## src/rtl/am2909_pkg.sv

```systemverilog
// Shared opcode and source-select encodings for the Am2909 next-address controller.
package am2909_pkg;

  localparam logic [3:0] OP_JZ   = 4'd0;
  localparam logic [3:0] OP_CJS  = 4'd1;
  localparam logic [3:0] OP_JMAP = 4'd2;
  localparam logic [3:0] OP_CJP  = 4'd3;
  localparam logic [3:0] OP_PUSH = 4'd4;
  localparam logic [3:0] OP_JSRP = 4'd5;
  localparam logic [3:0] OP_CJV  = 4'd6;
  localparam logic [3:0] OP_JRP  = 4'd7;
  localparam logic [3:0] OP_RFCT = 4'd8;
  localparam logic [3:0] OP_RPCT = 4'd9;
  localparam logic [3:0] OP_CRTN = 4'd10;
  localparam logic [3:0] OP_CJPP = 4'd11;
  localparam logic [3:0] OP_LDCT = 4'd12;
  localparam logic [3:0] OP_LOOP = 4'd13;
  localparam logic [3:0] OP_CONT = 4'd14;
  localparam logic [3:0] OP_TWB  = 4'd15;

  localparam logic [1:0] SEL_UPC = 2'b00;
  localparam logic [1:0] SEL_AR  = 2'b01;
  localparam logic [1:0] SEL_STK = 2'b10;
  localparam logic [1:0] SEL_D   = 2'b11;

  localparam int DEPTH_DEFAULT = 4;

endpackage

```

## src/rtl/am2909_loop_counter.sv

```systemverilog
// AW-bit loop counter: synchronous load or saturating decrement, with zero detect.
module am2909_loop_counter #(
  parameter int AW = 12
) (
  input  logic          clk_i,
  input  logic          rst_i,
  input  logic          load_i,
  input  logic          dec_i,
  input  logic [AW-1:0] load_val_i,
  output logic [AW-1:0] cnt_o,
  output logic          zero_o
);

  logic [AW-1:0] cnt_q;
  logic [AW-1:0] cnt_d;

  assign zero_o = (cnt_q == '0);
  assign cnt_o  = cnt_q;

  always_comb begin
    cnt_d = cnt_q;
    if (load_i) begin
      cnt_d = load_val_i;
    end else if (dec_i && !zero_o) begin
      cnt_d = cnt_q - AW'(1);
    end
  end

  always_ff @(posedge clk_i or posedge rst_i) begin
    if (rst_i) begin
      cnt_q <= '0;
    end else begin
      cnt_q <= cnt_d;
    end
  end

endmodule

```

## src/rtl/am2909_next_addr_ctrl.sv

```systemverilog
// Am2909 next-address control: pipeline register, opcode decode, loop counter.
// STACK_CHECK_EN adds a shadow stack-depth tracker driving FULL/OVF/UNF.
module am2909_next_addr_ctrl
  import am2909_pkg::*;
#(
  parameter int AW    = 12,
  parameter int DEPTH = DEPTH_DEFAULT
) (
  input  logic          CP,
  input  logic          RST,
  input  logic [3:0]    I_IN,
  input  logic [AW-1:0] BR_IN,
  input  logic          CCEN_N,
  input  logic          CC_N,
  output logic [1:0]    S,
  output logic          FE,
  output logic          PUP,
  output logic          ZERO,
  output logic          RE,
  output logic          C,
  output logic [AW-1:0] D,
  output logic          PL_N,
  output logic          MAP_N,
  output logic          VECT_N,
  output logic [AW-1:0] CNT,
  output logic          CNTZ,
  output logic          FULL,
  output logic          OVF,
  output logic          UNF
);

  logic [3:0]    i_q;
  logic          ccen_q;
  logic [AW-1:0] d_q;
  logic          pass;
  logic          cnt_load;
  logic          cnt_dec;

  // Reset lands on JZ so the sequencer is held at address 0 until the first fetch.
  always_ff @(posedge CP or posedge RST) begin
    if (RST) begin
      i_q    <= OP_JZ;
      ccen_q <= 1'b1;
      d_q    <= '0;
    end else begin
      i_q    <= I_IN;
      ccen_q <= CCEN_N;
      d_q    <= BR_IN;
    end
  end

  assign D    = d_q;
  assign C    = 1'b1;
  assign pass = ccen_q | ~CC_N;

  always_comb begin
    S        = SEL_UPC;
    FE       = 1'b1;
    PUP      = 1'b1;
    ZERO     = 1'b1;
    RE       = 1'b1;
    PL_N     = 1'b0;
    MAP_N    = 1'b1;
    VECT_N   = 1'b1;
    cnt_load = 1'b0;
    cnt_dec  = 1'b0;
    case (i_q)
      OP_JZ:   ZERO = 1'b0;
      OP_CJS:  if (pass) begin S = SEL_D; FE = 1'b0; end
      OP_JMAP: begin S = SEL_D; MAP_N = 1'b0; PL_N = 1'b1; end
      OP_CJP:  if (pass) S = SEL_D;
      OP_PUSH: begin FE = 1'b0; cnt_load = pass; end
      OP_JSRP: begin S = pass ? SEL_D : SEL_AR; FE = 1'b0; end
      OP_CJV:  if (pass) begin S = SEL_D; VECT_N = 1'b0; PL_N = 1'b1; end
      OP_JRP:  S = pass ? SEL_D : SEL_AR;
      OP_RFCT: begin
        if (!CNTZ) begin S = SEL_STK; cnt_dec = 1'b1; end
        else begin FE = 1'b0; PUP = 1'b0; end
      end
      OP_RPCT: if (!CNTZ) begin S = SEL_D; cnt_dec = 1'b1; end
      OP_CRTN: if (pass) begin S = SEL_STK; FE = 1'b0; PUP = 1'b0; end
      OP_CJPP: if (pass) begin S = SEL_D; FE = 1'b0; PUP = 1'b0; end
      OP_LDCT: begin cnt_load = 1'b1; RE = 1'b0; end
      OP_LOOP: begin
        if (pass) begin FE = 1'b0; PUP = 1'b0; end
        else S = SEL_STK;
      end
      OP_CONT: S = SEL_UPC;
      OP_TWB: begin
        if (pass) begin FE = 1'b0; PUP = 1'b0; end
        else if (!CNTZ) begin S = SEL_STK; cnt_dec = 1'b1; end
        else begin S = SEL_D; FE = 1'b0; PUP = 1'b0; end
      end
      default: S = SEL_UPC;
    endcase
  end

  am2909_loop_counter #(.AW(AW)) u_loop_counter (
    .clk_i      (CP),
    .rst_i      (RST),
    .load_i     (cnt_load),
    .dec_i      (cnt_dec),
    .load_val_i (d_q),
    .cnt_o      (CNT),
    .zero_o     (CNTZ)
  );

`ifdef STACK_CHECK_EN
  localparam int DW = $clog2(DEPTH + 1);

  logic [DW-1:0] depth_q, depth_d;
  logic          ovf_q, ovf_d;
  logic          unf_q, unf_d;
  logic          full;

  assign full = (depth_q == DW'(DEPTH));

  // Overflow/underflow hold the depth so it keeps mirroring the saturated hardware stack.
  always_comb begin
    depth_d = depth_q;
    ovf_d   = ovf_q;
    unf_d   = unf_q;
    if (i_q == OP_JZ) begin
      depth_d = '0;
      ovf_d   = 1'b0;
      unf_d   = 1'b0;
    end else if (!FE) begin
      if (PUP) begin
        if (full) ovf_d = 1'b1;
        else      depth_d = depth_q + DW'(1);
      end else begin
        if (depth_q == '0) unf_d = 1'b1;
        else               depth_d = depth_q - DW'(1);
      end
    end
  end

  always_ff @(posedge CP or posedge RST) begin
    if (RST) begin
      depth_q <= '0;
      ovf_q   <= 1'b0;
      unf_q   <= 1'b0;
    end else begin
      depth_q <= depth_d;
      ovf_q   <= ovf_d;
      unf_q   <= unf_d;
    end
  end

  assign FULL = full;
  assign OVF  = ovf_q;
  assign UNF  = unf_q;
`else
  logic unused_depth;
  assign unused_depth = (DEPTH > 0);
  assign FULL = 1'b0;
  assign OVF  = 1'b0;
  assign UNF  = 1'b0;
`endif

endmodule
```

## config.mk

```make
export PLATFORM = sky130hd
export DESIGN_NAME = am2909_next_addr_ctrl
export DESIGN_NICKNAME = d
export VERILOG_FILES = /design/src/rtl/am2909_pkg.sv /design/src/rtl/am2909_loop_counter.sv /design/src/rtl/am2909_next_addr_ctrl.sv
export SDC_FILE = /design/constraint.sdc
export NUM_CORES = 1
export LEC_CHECK = 0
export CORE_MARGIN = 3
export CORE_UTILIZATION = 40
export CTS_CLUSTER_DIAMETER = 50
export DETAILED_ROUTE_END_ITERATION = 8
export PLACE_DENSITY = 0.82
export SYNTH_ARGS = -nofsm -noshare
export SYNTH_HDL_FRONTEND = slang
export SYNTH_SLANG_ARGS = --single-unit
```

## constraint.sdc

```tcl
create_clock -name CP -period 3.3 [get_ports CP]
set_clock_uncertainty 0.2 [all_clocks]
set_input_delay 0.33 -clock CP [delete_from_list [all_inputs] [get_ports CP]]
set_output_delay 0.33 -clock CP [all_outputs]
set_load 0.005 [all_outputs]
```

==> metrics.txt <==
TNS Setup=0 ns; Reg2Reg Depth=5; IO buf count=53; CTS root buf=clkbuf_8; Placer Congestion=0.848; CTS tree=yes; Synth Register Bits=29; drt pass-1 iters=4; Clock Pin Slew Worst Setup and Hold Paths=about 0.070 ns; area occupied by multi-input gates=711 µm²; Hold Fails Final Rpt=0; Routed WL per cell=between 10 and 15 µm; core area=between 3000 and 4000 µm²; Post-Synth Adder-Cell Area=under 10%; largest family of logic cells by synthesized area=simple AND/OR/NAND/NOR gates; Worst setup SP type=register; vias per inst=5.45; deepest clock path buffer count=2; Antenna diodes=0; share of cells above drive strength 1=11.3%; CTS Buf Count=5; vias in the first global route=between 1000 and 1500; Reg-to-Reg End=u_loop_counter.cnt_o[1]$_DFFE_PP0P_; XOR/XNOR share of the synthesized area=0%; non-filler cells, final=approximately 270; worst-path fanout max=7; post-synthesis sequential area ratio=46.2%; number of flops mapped to enable cells by yosys=0; post-synthesis mux area share=0%; final worst-path cycle share=a little over nine tenths; pre-CTS setup slack=about 0.25 ns; Syn-to-layout area delta=43.8%; Synth async-reset ratio=100%; Antenna Violating Nets Remaining=0; DR vias=1467; row cnt=22; # IOs=slightly below 60; worst vdd ir=about 450 µV; Die Wd=about 69 µm; Min-Delay Path Class=in2async; maxcap violations=0; initial DRC count=87; Worst Tran Pin Value=0.677 ns; CTS H-tree lvls=2; leakage=roughly 0.9 nW; DIE AREA=around 4700 µm²; crit path DAT=2.65 ns; Unique masters post-synth=44; GRT Total Usage=18.1%; top_reg_cell synth=dfrtp_1; Cells after Synth=166; Nets=roughly 240; CP endpoint kind=output pin; FF-to-FF Start=u_loop_counter.cnt_o[2]$_DFFE_PP0P_; clk_lat worst skew=approximately 0.28 ns; Worst EP required=~2.8 ns; PD cells=just under 500 nW/µm²; Routed WL=between 3 and 4 mm; mean post-synth cell area=9.47 µm²; Initial Util=between 40% and 50%; simple-gate share of the synthesized area=a little over a fifth; Cells after DPL=258; Worst R2R Setup Slack=between 0.9 and 1 ns; Mapped Area=1570 µm²; max-slew violation count=0; Final Core Density=60.8%; largest net degree at the start of global routing=30; Max Clk Rate=~310 MHz; unrepaired setup endpoints after global routing=no; WS Path Type=reg2out; Relative slew margins=between 50% and 60%; outcome=finished clean; global-route wire length before repair=6.29 mm; antenna violations before repair=0; die height=roughly 69 µm; CTS Hold Bufs=0; flip-flop and latch area=between 700 and 800 µm²; dpl hpwl=between 2 and 3 mm; DRC Markers=0; synth warn=0; setup violators final=0; Filler Cells Inserted=around 300; min Tclk post-route=around 3.2 ns; final worst slack=~0.12 ns; clock sink total=29; grt total ovfl=0; Synth Area in Compound Gates=around a fifth
## state kept, by name, indices dropped and copies added, names as in the netlist
signal	cells
ccen_q	1
i_q	4
D	12
u_loop_counter.cnt_o	12
## cells in the mapped netlist, types with 3 or more instances
master	n	area, µm²
a21oi_1	3	15.0
a31oi_1	13	81.3
buf_4	5	37.5
clkbuf_1	6	22.5
dfrtp_1	28	701
inv_1	11	41.3
nand2_1	5	18.8
nand2b_1	5	31.3
nand3_1	3	15.0
nor2_1	15	56.3
nor2b_1	5	31.3
o21ai_0	4	20.0
o22ai_1	3	18.8
o31ai_1	8	60.1
or3_1	4	25.0
or4_1	6	45.0
## report_power, final
| part | total (mW) | switching, mW | internal (mW) |
|---|---|---|---|
| Sequential | 0.455 | 0.0542 | 0.401 |
| Combinational | 0.270 | 0.112 | 0.158 |
| Clock | 0.375 | 0.129 | 0.246 |
| Total | 1.10 | 0.295 | 0.805 |
## per-layer routing
metal  vias to the layer above  track usage [%]  routed length (µm)
li1                        716                -                   -
met1                       692             22.1                1650
met2                        55             29.0                1880
met3                         4             5.51                 273
met4                         0             9.25                  70
met5                         -                0                   0
## kinds of logic after synthesis
kind of cell | count (synthesis)
and+or+nand+nor | 60
AOI/OAI and AO/OA | 46
DFF | 29
buffers and inverters | 27
adders and majority gates | 2
other | 2
## area by class of cell
class	instances	share of cell area [%]
clock inverter	1	1.33
tap	48	2.66
sequential	29	32.2
timing repair buffer	60	26.0
clock buffer	7	3.82
inverter	12	2.55
multi-input combinational	112	31.4
## placed cells by master (no fill, tap or decap), drive strengths merged, types with 3 or more instances in the layout
master / count
o21ai: 6
a21oi: 3
clkdlybuf4s50: 51
buf: 7
conb: 4
nor2b: 5
a31oi: 13
nand3: 3
nand2: 5
o31ai: 8
clkbuf: 7
nor2: 15
dfrtp: 28
o22ai: 3
or3: 4
inv: 11
or4: 8
nand2b: 5
## critical path, stage by stage, from the launching register on
cell and delay (ns):
dfrtp_2 0.44, or4_4 0.57, or4_4 0.58, a211oi_2 0.25, a21oi_1 0.09, clkdlybuf4s50_1 0.44
## what timing repair did
item                                    4_1_cts  5_1_grt
pin swaps                                     1        2
endpoints found under the setup margin        1        2
gates resized for setup                       1        5
buffers inserted                              3        0
## metrics by stage
stage	area, µm²	hold WS [ns]	power, mW
floorplan	1580	0.134	0.571
global placement	2100	0.329	0.718
detailed placement	2100	0.339	0.720
CTS	2250	0.219	1.11
global route	2260	0.249	1.16
finish	2260	0.213	1.10
## worst max path at each step
| stage | startpoint | end | slack (ns) | depth (start not counted) |
|---|---|---|---|---|
| global placement | u_loop_counter.cnt_o[9]$_DFFE_PP0P_ | S[0] | 0.28 | 6 |
| global route | u_loop_counter.cnt_o[2]$_DFFE_PP0P_ | FE | 0.03 | 6 |
| floorplan | u_loop_counter.cnt_o[9]$_DFFE_PP0P_ | S[0] | 0.71 | 7 |
| detailed placement | u_loop_counter.cnt_o[9]$_DFFE_PP0P_ | S[0] | 0.25 | 6 |
| finish | u_loop_counter.cnt_o[2]$_DFFE_PP0P_ | FE | 0.12 | 5 |
| CTS | u_loop_counter.cnt_o[2]$_DFFE_PP0P_ | S[0] | 0.008 | 6 |
No activity file was read; power rests on OpenSTA's default activity.
